File: config.mk
export PLATFORM = sky130hd
export DESIGN_NAME = atm_balance_arbiter
export DESIGN_NICKNAME = d
export VERILOG_FILES = /design/src/rtl/atm_balance_arbiter.sv
export SDC_FILE = /design/constraint.sdc
export NUM_CORES = 1
export LEC_CHECK = 0
export ABC_AREA = 1
export CORE_ASPECT_RATIO = 2
export CORE_MARGIN = 2
export CORE_UTILIZATION = 50
export CTS_CLUSTER_SIZE = 8
export DETAILED_ROUTE_END_ITERATION = 6
export GPL_ROUTABILITY_DRIVEN = 0
export PLACE_DENSITY = 0.8
export SLEW_MARGIN = 20
export SYNTH_ARGS = -nofsm -noshare
export SYNTH_HDL_FRONTEND = slang
export SYNTH_SLANG_ARGS = --single-unit
File: constraint.sdc
create_clock -name clk -period 6.2 [get_ports clk]
set_input_delay 0.93 -clock clk [delete_from_list [all_inputs] [get_ports clk]]
set_output_delay 0.93 -clock clk [all_outputs]
set_load 0.01 [all_outputs]
File: src/rtl/atm_balance_arbiter.sv
// atm_balance_arbiter: round-robin arbiter serializing inquiry/deposit/withdraw on one shared balance
// Ports: clk; reset (async, active-low); req/op/amount per terminal;
//        grant/done one-hot; status, balance_out valid with done; busy in EXEC/RESP.
module atm_balance_arbiter #(
  parameter int NUM_REQ = 4,
  parameter int BAL_W = 32,
  parameter logic [BAL_W-1:0] INIT_BALANCE = 32'h000F4240
) (
  input  logic                     clk,
  input  logic                     reset,
  input  logic [NUM_REQ-1:0]       req,
  input  logic [2*NUM_REQ-1:0]     op,
  input  logic [BAL_W*NUM_REQ-1:0] amount,
  output logic [NUM_REQ-1:0]       grant,
  output logic [NUM_REQ-1:0]       done,
  output logic [1:0]               status,
  output logic [BAL_W-1:0]         balance_out,
  output logic                     busy
);
  localparam int IW = $clog2(NUM_REQ);
  typedef enum logic [1:0] {IDLE, EXEC, RESP} state_t;
  state_t state;
  logic [BAL_W-1:0] balance, lamt, nbal;
  logic [BAL_W:0] sum;
  logic [IW-1:0] rr_ptr, win, sel, idx;
  logic [1:0] lop, nstat;
  // Walk from the farthest candidate back to rr_ptr so the nearest requester wins.
  always_comb begin
    sel = rr_ptr;
    idx = '0;
    for (int k = NUM_REQ - 1; k >= 0; k--) begin
      idx = IW'((32'(rr_ptr) + k) % NUM_REQ);
      if (req[idx]) sel = idx;
    end
  end
  // Carry out of the widened sum flags a deposit that would wrap the balance.
  always_comb begin
    sum = {1'b0, balance} + {1'b0, lamt};
    nstat = lop == 2'b01 ? 2'b00 :
            lop == 2'b10 ? (sum[BAL_W] ? 2'b10 : 2'b00) :
            lop == 2'b11 ? (lamt > balance ? 2'b01 : 2'b00) : 2'b11;
    nbal = (lop == 2'b10 && !sum[BAL_W]) ? sum[BAL_W-1:0] :
           (lop == 2'b11 && lamt <= balance) ? balance - lamt : balance;
  end
  always_ff @(posedge clk or negedge reset)
    if (!reset) begin
      state <= IDLE;
      balance <= INIT_BALANCE;
      rr_ptr <= '0;
      win <= '0;
      lop <= '0;
      lamt <= '0;
      grant <= '0;
      done <= '0;
      status <= '0;
      balance_out <= '0;
      busy <= 1'b0;
    end else
      case (state)
        IDLE: if (|req) begin
          win <= sel;
          lop <= op[2*sel +: 2];
          lamt <= amount[BAL_W*sel +: BAL_W];
          grant <= NUM_REQ'(1) << sel;
          busy <= 1'b1;
          state <= EXEC;
        end
        EXEC: begin
          balance <= nbal;
          status <= nstat;
          balance_out <= nbal;
          done <= NUM_REQ'(1) << win;
          state <= RESP;
        end
        default: begin
          rr_ptr <= (32'(win) == NUM_REQ - 1) ? '0 : win + 1'b1;
          grant <= '0;
          done <= '0;
          balance_out <= '0;
          busy <= 1'b0;
          state <= IDLE;
        end
      endcase
endmodule

==> results of run 1 <==
==> flip-flops by register name, indices dropped and copies added, names as in the netlist <==
register / flops
balance: 32
rr_ptr: 2
lamt: 32
busy: 1
done: 4
balance_out: 32
state: 2
win: 2
grant: 4
status: 2
lop: 2
==> metal layers <==
layer  GRT usage [%]  vias to the layer above  part of all wire, %
li1                -                     6156                    -
met1            35.2                     5598                   35
met2            56.3                      601                   49
met3            6.16                      221                  6.7
met4            26.5                        0                  9.0
met5               0                        -                    0
==> placed cells by master, fill, tap and decap left out, types with 8 or more instances in the layout <==
cell type           n
o21bai_1           13
nor3_1             11
inv_2               9
a21oi_1            63
nor2_1             90
o21ai_0            37
clkdlybuf4s50_1   183
o211ai_2           10
nor2_2              8
clkbuf_16          17
dfrtp_1           108
nand4_1            12
inv_1             224
ha_1               68
nand3_1            93
nand2_1          1019
buf_4               8
xor2_1             28
==> worst max-delay path by stage <==
stage                           end  depth (start not counted)       start
floorplan               balance[24]                         18  balance[0]
global placement           lamt[28]                         17      req[1]
detailed placement         lamt[28]                         17      req[1]
CTS                 balance_out[19]                         14    lamt[15]
global route        balance_out[19]                         12    lamt[21]
finish              balance_out[19]                         14    lamt[15]
==> cells by family (layout without fill, tap and decap cells) <==
logic type | after synthesis | in the layout
flip-flops | 115 | 115
buffers and inverters | 298 | 461
AO/OA/AOI/OAI | 141 | 141
XOR/XNOR | 32 | 32
AND/OR/NAND/NOR | 1257 | 1257
adder cells (fa/ha/maj) | 70 | 70
==> Yosys cell counts (all sizes together) <==
master | number | area, um2
a21boi | 2 | 15.0
o31ai | 2 | 15.0
and2 | 4 | 25.0
a32o | 1 | 10.0
nand3b | 2 | 15.0
nand2 | 1028 | 3890
clkinv | 3 | 11.3
buf | 47 | 313
inv | 235 | 887
a21o | 4 | 30.0
nand4 | 12 | 75.1
o21a | 1 | 7.51
clkbuf | 13 | 48.8
nor3 | 11 | 55.1
xor2 | 28 | 245
nor2 | 98 | 380
dfstp | 7 | 184
or2 | 1 | 6.26
nand3 | 96 | 503
a22o | 3 | 26.3
o211ai | 11 | 133
o21bai | 13 | 97.6
dfrtp | 108 | 2700
nor4 | 5 | 31.3
o21ai | 40 | 204
ha | 68 | 851
xnor2 | 4 | 35.0
fa | 2 | 40.0
a21oi | 64 | 324
==> cell type report <==
type,instances,area (um2)
inverters,238,898
multi-input cells,1500,7020
flip-flops and latches,115,2890
fillers,2037,8440
repair buffers,191,1890
clock buffers,18,429
well taps,276,345
clock inverters,14,153
==> through the flow <==
stage | power [W] | setup slack [ps] | hold slack (ps) | instance area (um2) | util (%)
after CTS | 0.00894 | 2740 | 486 | 13600 | 61.8
after detailed placement | 0.00790 | 2410 | 464 | 13000 | 59.1
after floorplan | 0.00628 | 3850 | 467 | 11200 | -
final | 0.00908 | 2480 | 482 | 13600 | 61.8
after global placement | 0.00776 | 2540 | 462 | 13000 | 59.1
after global routing | 0.00997 | 2420 | 492 | 13600 | 61.8
==> tightest hold or removal path: cells and delay by family, from the launching register on <==
kind             cells  cell delay (ps)
and+or+nand+nor      2              100
DFF                  1              340
==> power breakdown <==
part / internal [W] / switching (W) / total (W)
logic: 0.00213 / 0.00455 / 0.00667
registers: 0.00110 / 0.000333 / 0.00143
clock network: 0.000594 / 0.000384 / 0.000978
total: 0.00382 / 0.00527 / 0.00908
==> metrics.log, run 1 <==
[metrics] mean area per synthesized cell: slightly below 6 um2
[metrics] Post-Syn Instances: approximately 1900
[metrics] post-detailed-route wirelength per cell: between 15 and 20 um
[metrics] Root Driver: clkbuf_16
[metrics] endpoint of the worst-slack reg-to-reg timing path: balance_out[19]
[metrics] setup fix buffers added after clock tree synthesis: 0
[metrics] maximum level of the CTS H-tree: 4
[metrics] placeable core region: ~22000 um2
[metrics] TritonCTS clock tree: done
[metrics] number of antenna-violating nets in the routed design: 0
[metrics] initial antenna violation count: 0
[metrics] non-filler instance count after layout: roughly 2400
[metrics] result of the run: completed
[metrics] area overhead of the layout relative to synthesis: 22.1%
[metrics] count of buffers inserted at the top-level ports: around 180
[metrics] slew at the pin closest to its max-slew limit: roughly 900 ps
[metrics] worst reg2reg path depth: 14
[metrics] largest net degree at the start of global routing: 74
[metrics] worst path arrival time: around 4000 ps
[metrics] maximum clock frequency: around 0.27 GHz
[metrics] Remaining DRCs: 0
[metrics] number of sinks handled by clock tree synthesis: between 100 and 150
[metrics] Sum Neg Setup Slack: 0 ps
[metrics] DR vias: around 13000
[metrics] cell occurring most often along the worst timing path: nand2_1
[metrics] Synth Register Bits: 115
[metrics] synthesized-area fraction occupied by ao, oa, aoi and oai cells: between 7 and 8%
[metrics] HPWL after detailed placement: ~29000 um
[metrics] remaining max-slew budget at the tightest pin: between 30% and 40%
[metrics] Net count, final: 2275
[metrics] sequential cell area fraction in the yosys report: 25.9%
[metrics] Worst Setup End Kind: flip-flop
[metrics] number of buffers and inverters on the critical path: 4
[metrics] first-iteration detailed-routing DRC count: between 800 and 900
[metrics] max capacitance violation total: 0
[metrics] minimum period implied by the final worst setup slack: 3720 ps
[metrics] cell family with most CP delay: simple AND/OR/NAND/NOR gates
[metrics] number of antenna diodes: 0
[metrics] count of hold-fix buffers inserted at cts: 0
[metrics] pins over their slew limit: 0
[metrics] clock network latency to the later pin of the worst-skew pair: 440 ps
[metrics] Syn Std Cell Area: ~11000 um2
[metrics] RSZ-0062 raised after global routing: no
[metrics] Worst Path Class, Setup: flip-flop to flip-flop
[metrics] worst-path cell with the longest stage delay: inv_4
[metrics] leakage power: roughly 7.8 nW
[metrics] endpoints failing hold: 0
[metrics] xor/xnor share of the synthesized area: under 10%
[metrics] number of distinct library cells after synthesis: 43
[metrics] Syn Nets: 2125
[metrics] TritonRoute pass-1 iters: 6
[metrics] period utilization: between 60 and 70%
[metrics] peak ir drop on the vdd network: between 0.6 and 0.7 mV
[metrics] fraction of synthesized area in multiplexers: 0%
[metrics] share of final-layout standard cells stronger than drive strength 1: around 4.3%
[metrics] placed cells: ~2300
[metrics] die footprint: about 24000 um2
[metrics] Initial Util: around half
[metrics] Yosys warning count: 0
[metrics] final count of negative-setup-slack endpoints: 0
[metrics] post-synthesis simple-gate area fraction: around 45%
[metrics] total CTS buffers: 17
[metrics] dominant combinational cell family by area after synthesis: simple AND/OR/NAND/NOR gates
[metrics] clock slew at the register clock pins of the worst setup and hold paths: about 60 ps
[metrics] CP cell instances: inv_1 > ha_1 > inv_1 > nand2_2 > inv_1 > a21oi_1 > a21boi_1 > nand2_1 > nand2_1 > nand3_4 > inv_4 > nand2_1 > nand3_1 > nand2_1
[metrics] Std-Cell Rows: 77
[metrics] buffers from clock root to sink, at most: 2
[metrics] critical path startpoint category: flip-flop
[metrics] via/cell ratio: about 5.3
[metrics] final clock skew: roughly 12 ps
[metrics] cell depth of the worst min-delay path: 2
[metrics] overall track demand over capacity in global routing: between 30 and 40%
[metrics] horizontal extent of the die: approximately 110 um
[metrics] slowest cell delay on critical path: 570 ps
[metrics] Synth Area in Adders: between 7 and 8%
[metrics] flop-to-flop setup slack: ~2500 ps
[metrics] first-pass GRT wire length: about 61000 um
[metrics] critical path required time: 6510 ps
[metrics] power per unit of standard cell area: roughly 670 nW/um2
[metrics] critical hold path startpoint: balance_out[31]
[metrics] via count of the first global-routing pass: between 10000 and 15000
[metrics] count of pins on the block boundary: ~190
[metrics] cells resized by post-CTS repair: 0
[metrics] GRT overflow: 0
[metrics] Reg2Reg Launch Point: lamt[15]
[metrics] Min-Delay Path Class: flip-flop to flip-flop
[metrics] DIE HEIGHT: around 220 um
[metrics] hold path endpoint: balance_out[31]
[metrics] Post-Route WL: between 30000 and 40000 um
[metrics] Max FO, Critical Path: 34
Note: power is estimated with default switching activity, not from simulation.
==> run 2: changes to the inputs <==
==> constraint.sdc (replaced) <==
create_clock -name clk -period 3.9 [get_ports clk]
set_input_delay 0.585 -clock clk [delete_from_list [all_inputs] [get_ports clk]]
set_output_delay 0.585 -clock clk [all_outputs]
set_load 0.01 [all_outputs]
==> run 2 against run 1 <==
Compared with the run above:
- die area stayed put
- sequential share of layout area hardly changed
- first-iteration DRC count is 24% higher
- non-clock buffer count is 6 higher
- maximum frequency is 17% higher
- hold slack worse by 280 ps
- final cell count is 0.21% higher
- via count is 1.8% higher
- critical path depth is 5 higher
- the flow now finishes with violations (design-rule violations)
==> metrics.log, run 2 (same netlist as run 1, synthesis figures left out) <==
[metrics] endpoints failing hold: 0
[metrics] GRT overflow: 0
[metrics] cell occurring most often along the worst timing path: nand2_1
[metrics] minimum period implied by the final worst setup slack: between 3000 and 4000 ps
[metrics] Max FO, Critical Path: 13
[metrics] maximum clock frequency: ~0.31 GHz
[metrics] violations in the final reports: design-rule violations
[metrics] via count of the first global-routing pass: 12400
[metrics] worst path arrival time: 3510 ps
[metrics] overall track demand over capacity in global routing: about a third
[metrics] post-detailed-route wirelength per cell: 16.6 um
[metrics] Remaining DRCs: 29
[metrics] horizontal extent of the die: between 100 and 150 um
[metrics] pins over their slew limit: 0
[metrics] final clock skew: around 13 ps
[metrics] TritonCTS clock tree: done
[metrics] Net count, final: 2281
[metrics] first-pass GRT wire length: 62300 um
[metrics] final count of negative-setup-slack endpoints: 0
[metrics] initial antenna violation count: 0
[metrics] HPWL after detailed placement: between 20000 and 30000 um
[metrics] endpoint of the worst-slack reg-to-reg timing path: balance[20]
[metrics] minimum hold slack: 201 ps
[metrics] most frequent cells in the layout: nand2_1, inv_1, clkdlybuf4s50_1
[metrics] critical path required time: around 4200 ps
[metrics] clock slew at the register clock pins of the worst setup and hold paths: ~60 ps
[metrics] number of antenna-violating nets in the routed design: 0
[metrics] maximum level of the CTS H-tree: 4
[metrics] area overhead of the layout relative to synthesis: 22.3%
[metrics] Initial Util: 50.6%
[metrics] worst reg2reg path depth: 19
[metrics] Final Core Density: 61.9%
[metrics] buffers from clock root to sink, at most: 2
[metrics] die footprint: between 20000 and 25000 um2
[metrics] Root Driver: clkbuf_16
[metrics] Regs by FF count: balance x32, balance_out x32, lamt x32
[metrics] clock network latency to the later pin of the worst-skew pair: 440 ps
[metrics] slowest cell delay on critical path: roughly 420 ps
[metrics] non-filler instance count after layout: 2357
[metrics] setup fix buffers added after clock tree synthesis: 0
[metrics] placeable core region: about 22000 um2
[metrics] first-iteration detailed-routing DRC count: about 1000
[metrics] via/cell ratio: around 5.4
[metrics] largest net degree at the start of global routing: 116
[metrics] Worst Path Class, Setup: flip-flop to flip-flop
[metrics] Min-Delay Path Class: input port to asynchronous set/reset pin
[metrics] Post-Route WL: between 30000 and 40000 um
[metrics] count of pins on the block boundary: 185
[metrics] slew at the pin closest to its max-slew limit: between 700 and 800 ps
[metrics] share of final-layout standard cells stronger than drive strength 1: roughly 4.4%
[metrics] total CTS buffers: 17
[metrics] critical path startpoint category: flip-flop
[metrics] max capacitance violation total: 0
[metrics] placed cells: between 2000 and 2500
[metrics] Reg2Reg Launch Point: balance[0]
[metrics] Sum Neg Setup Slack: 0 ps
[metrics] Worst Setup End Kind: flip-flop
[metrics] worst-path cell with the longest stage delay: fa_1
[metrics] count of hold-fix buffers inserted at cts: 0
[metrics] remaining max-slew budget at the tightest pin: a little over half
[metrics] Std-Cell Rows: 77
[metrics] cells resized by post-CTS repair: 0
[metrics] period utilization: roughly four fifths
[metrics] DR vias: 12800
[metrics] RSZ-0062 raised after global routing: no
[metrics] number of sinks handled by clock tree synthesis: 115
[metrics] most common cell after layout, fill and taps aside: nand2_1
[metrics] result of the run: complete, but fails checks
[metrics] flop-to-flop setup slack: 720 ps
[metrics] count of buffers inserted at the top-level ports: 184
[metrics] DIE HEIGHT: 215 um
[metrics] number of antenna diodes: 0
[metrics] CP cell instances: inv_1 > ha_1 > fa_1 > inv_1 > nand3_1 > nand2_4 > nand2_1 > nand2_2 > nand2_1 > nand2_2 > nand2_1 > nand3_2 > nand2_2 > inv_2 > nand2_1 > nand2_1 > nand2_1 > nand3_1 > nand2_1
[metrics] TritonRoute pass-1 iters: 7
## run 2: cell type report
type	instances	area [um2]
Clock buffer	22	464
Tap cell	276	345
Timing Repair Buffer	197	1950
Sequential cell	115	2890
Multi-Input combinational cell	1500	7020
Fill cell	2117	8410
Inverter	238	898
Clock inverter	9	82.6
## run 2: worst max path at each step
stage                      endpoint  cells past startpoint  startpoint
global route            balance[20]                     19  balance[0]
global placement           lamt[19]                     16      req[1]
floorplan           balance_out[19]                     18  balance[0]
finish                  balance[20]                     19  balance[0]
CTS                     balance[20]                     19  balance[0]
detailed placement         lamt[19]                     16      req[1]
## run 2: worst max-delay path: cells and delay by family, from the launching register on
family,cells,cell delay (ps)
simple gates,14,1570
flops,1,350
fa+ha+maj,2,650
buf+inv,3,510
## run 2: per-layer routing
layer	vias to the layer above	wire [um]	GRT usage [%]
li1	6146	-	-
met1	5748	13600	37.5
met2	680	19300	58.4
met3	226	2950	6.07
met4	0	3350	25.1
met5	-	0	0
## run 2: stage by stage
| stage | instance area (um2) | worst slack [ps] |
|---|---|---|
| after floorplan | 11200 | 1550 |
| after global placement | 13100 | 868 |
| after detailed placement | 13100 | 765 |
| after CTS | 13600 | 857 |
| after global routing | 13600 | 634 |
| final | 13600 | 725 |
Power of run 2 is left out: the tool's default activity adds up to more than one toggle a clock period on the data nets, which glitch-free logic cannot reach.
==> run 3: changes to the inputs <==
==> constraint.sdc (replaced) <==
create_clock -name clk -period 3.25 [get_ports clk]
set_input_delay 0.4875 -clock clk [delete_from_list [all_inputs] [get_ports clk]]
set_output_delay 0.4875 -clock clk [all_outputs]
set_load 0.01 [all_outputs]
==> run 3 against run 2 <==
Compared with the run above:
- the flow still finishes with violations (design-rule violations)
- hold slack lost 120 ps
- via count shrank 0.21%
- clock skew grew 1.6 ps
- highest routed layer unchanged
- global-route usage grew 0.14 points
- critical endpoint is now balance[0]
==> metrics.log, run 3 (same netlist as run 1, synthesis figures left out) <==
[metrics] Worst Setup End Kind: flip-flop
[metrics] number of buffers and inverters on the critical path: 2
[metrics] sequential cell area: ~2900 um2
[metrics] buffers from clock root to sink, at most: 2
[metrics] minimum period implied by the final worst setup slack: about 3000 ps
[metrics] via count of the first global-routing pass: around 13000
[metrics] number of antenna diodes: 0
[metrics] critical path required time: about 3600 ps
[metrics] Initial Util: between 50% and 60%
[metrics] RSZ-0062 raised after global routing: no
[metrics] maximum level of the CTS H-tree: 4
[metrics] pins over their slew limit: 0
[metrics] maximum clock frequency: 0.324 GHz
[metrics] result of the run: complete, but fails checks
[metrics] total length of routed met3 wires: between 3000 and 4000 um
[metrics] Remaining DRCs: 14
[metrics] final setup slack of the worst path: around 160 ps
[metrics] endpoints failing hold: 0
[metrics] slowest cell delay on critical path: between 500 and 600 ps
[metrics] area occupied by multi-input gates: between 7000 and 8000 um2
[metrics] WL met2: 19000 um
[metrics] worst path arrival time: between 3000 and 4000 ps
[metrics] total CTS buffers: 17
[metrics] number of antenna-violating nets in the routed design: 0
[metrics] number of sinks handled by clock tree synthesis: 115
[metrics] first-pass GRT wire length: around 63000 um
[metrics] max capacitance violation total: 0
[metrics] total routed wire length on the met1 layer: between 10000 and 15000 um
[metrics] Std-Cell Rows: slightly below 80
[metrics] Min-Delay Path Class: input port to asynchronous set/reset pin
[metrics] count of buffers inserted at the top-level ports: 184
[metrics] share of final-layout standard cells stronger than drive strength 1: roughly 5.0%
[metrics] final clock skew: ~15 ps
[metrics] endpoint of the worst-slack reg-to-reg timing path: balance[0]
[metrics] CP startpoint: balance[11]
[metrics] Reg2Reg Launch Point: balance[11]
[metrics] Final Core Density: a little over three fifths
[metrics] flop-to-flop setup slack: between 150 and 200 ps
[metrics] top sig layer: met4
[metrics] Sum Neg Setup Slack: 0 ps
[metrics] cell family with most CP delay: simple AND/OR/NAND/NOR gates
[metrics] placed cells: around 2300
[metrics] remaining max-slew budget at the tightest pin: a little under three fifths
[metrics] DR vias: 12800
[metrics] number of fill cells in the layout: approximately 2000
[metrics] TritonRoute pass-1 iters: 7
[metrics] worst reg2reg path depth: 12
[metrics] via/cell ratio: approximately 5.4
[metrics] clock network latency to the later pin of the worst-skew pair: 440 ps
[metrics] horizontal extent of the die: ~110 um
[metrics] clock slew at the register clock pins of the worst setup and hold paths: approximately 60 ps
[metrics] area overhead of the layout relative to synthesis: 24.1%
[metrics] worst setup slack before clock tree synthesis: about 300 ps
[metrics] most frequent cells in the layout: nand2_1, inv_1, clkdlybuf4s50_1
[metrics] non-filler instance count after layout: about 2400
[metrics] Net count, final: between 2000 and 2500
[metrics] worst-path cell with the longest stage delay: o21ai_0
[metrics] placeable core region: ~22000 um2
[metrics] HPWL after detailed placement: around 30000 um
[metrics] DIE HEIGHT: ~220 um
[metrics] final count of negative-setup-slack endpoints: 0
[metrics] count of pins on the block boundary: around 190
[metrics] Worst Path Class, Setup: flip-flop to flip-flop
[metrics] overall track demand over capacity in global routing: approximately a third
[metrics] violations in the final reports: design-rule violations
[metrics] Max FO, Critical Path: 33
[metrics] largest net degree at the start of global routing: 70
[metrics] first-iteration detailed-routing DRC count: roughly 960
[metrics] slew at the pin closest to its max-slew limit: roughly 670 ps
[metrics] GRT overflow: 0
[metrics] TritonCTS clock tree: done
[metrics] period utilization: 95.1%
[metrics] critical path startpoint category: flip-flop
[metrics] Post-Route WL: slightly below 40000 um
[metrics] cell occurring most often along the worst timing path: nand2_1
[metrics] CP cell instances: ha_1 > inv_1 > nand2_1 > o21ai_0 > a21boi_1 > nand2_1 > nand2_1 > nand3_4 > buf_12 > nand3_1 > nand3_1 > o21ai_0
[metrics] post-detailed-route wirelength per cell: around 17 um
[metrics] die footprint: roughly 24000 um2
[metrics] Regs by FF count: balance x32, balance_out x32, lamt x32
[metrics] Root Driver: clkbuf_16
[metrics] initial antenna violation count: 0
[metrics] setup fix buffers added after clock tree synthesis: 0
[metrics] most common cell after layout, fill and taps aside: nand2_1
-- run 3: repair_timing --
| item | 4_1_cts | 5_1_grt |
|---|---|---|
| resized for setup | 0 | 1 |
| hold buffers | 0 | 0 |
| endpoints found under the setup margin | 0 | 2 |
-- run 3: area by class of cell --
| class | count | area share [%] |
|---|---|---|
| clock buffer | 19 | 3.12 |
| clock inverter | 13 | 1.49 |
| inverter | 238 | 6.48 |
| multi-input combinational | 1500 | 50.7 |
| sequential | 115 | 20.8 |
| tap | 276 | 2.49 |
| timing repair buffer | 207 | 14.9 |
-- run 3: worst max-delay path by stage --
stage | endpoint | cells past startpoint
floorplan | balance_out[19] | 18
global placement | balance_out[9] | 12
detailed placement | lamt[7] | 17
CTS | balance_out[22] | 19
global route | balance_out[22] | 19
finish | balance[0] | 12
-- run 3: metal layers --
metal / track usage (%) / up-vias
met3: 7.98 / 222
met4: 26.9 / 0
li1: - / 6168
met2: 57.8 / 660
met1: 36.5 / 5723
met5: 0 / -
-- run 3: per-stage QoR --
stage / hold WS (ps) / area, um2
2_1_floorplan: 192 / 11200
3_3_place_gp: 463 / 13200
3_5_place_dp: 466 / 13200
4_1_cts: 92.0 / 13900
5_1_grt: 145 / 13900
6_report: 81.6 / 13900
-- run 3: worst register-to-register path: cells and delay by family (launching register included) --
kind | cells | cell delay, ps
flip-flops | 1 | 420
adder cells (fa/ha/maj) | 1 | 370
AND/OR/NAND/NOR | 6 | 1000
AO/OA/AOI/OAI | 3 | 750
buffers and inverters | 2 | 420
Power of run 3 is left out for the same reason.
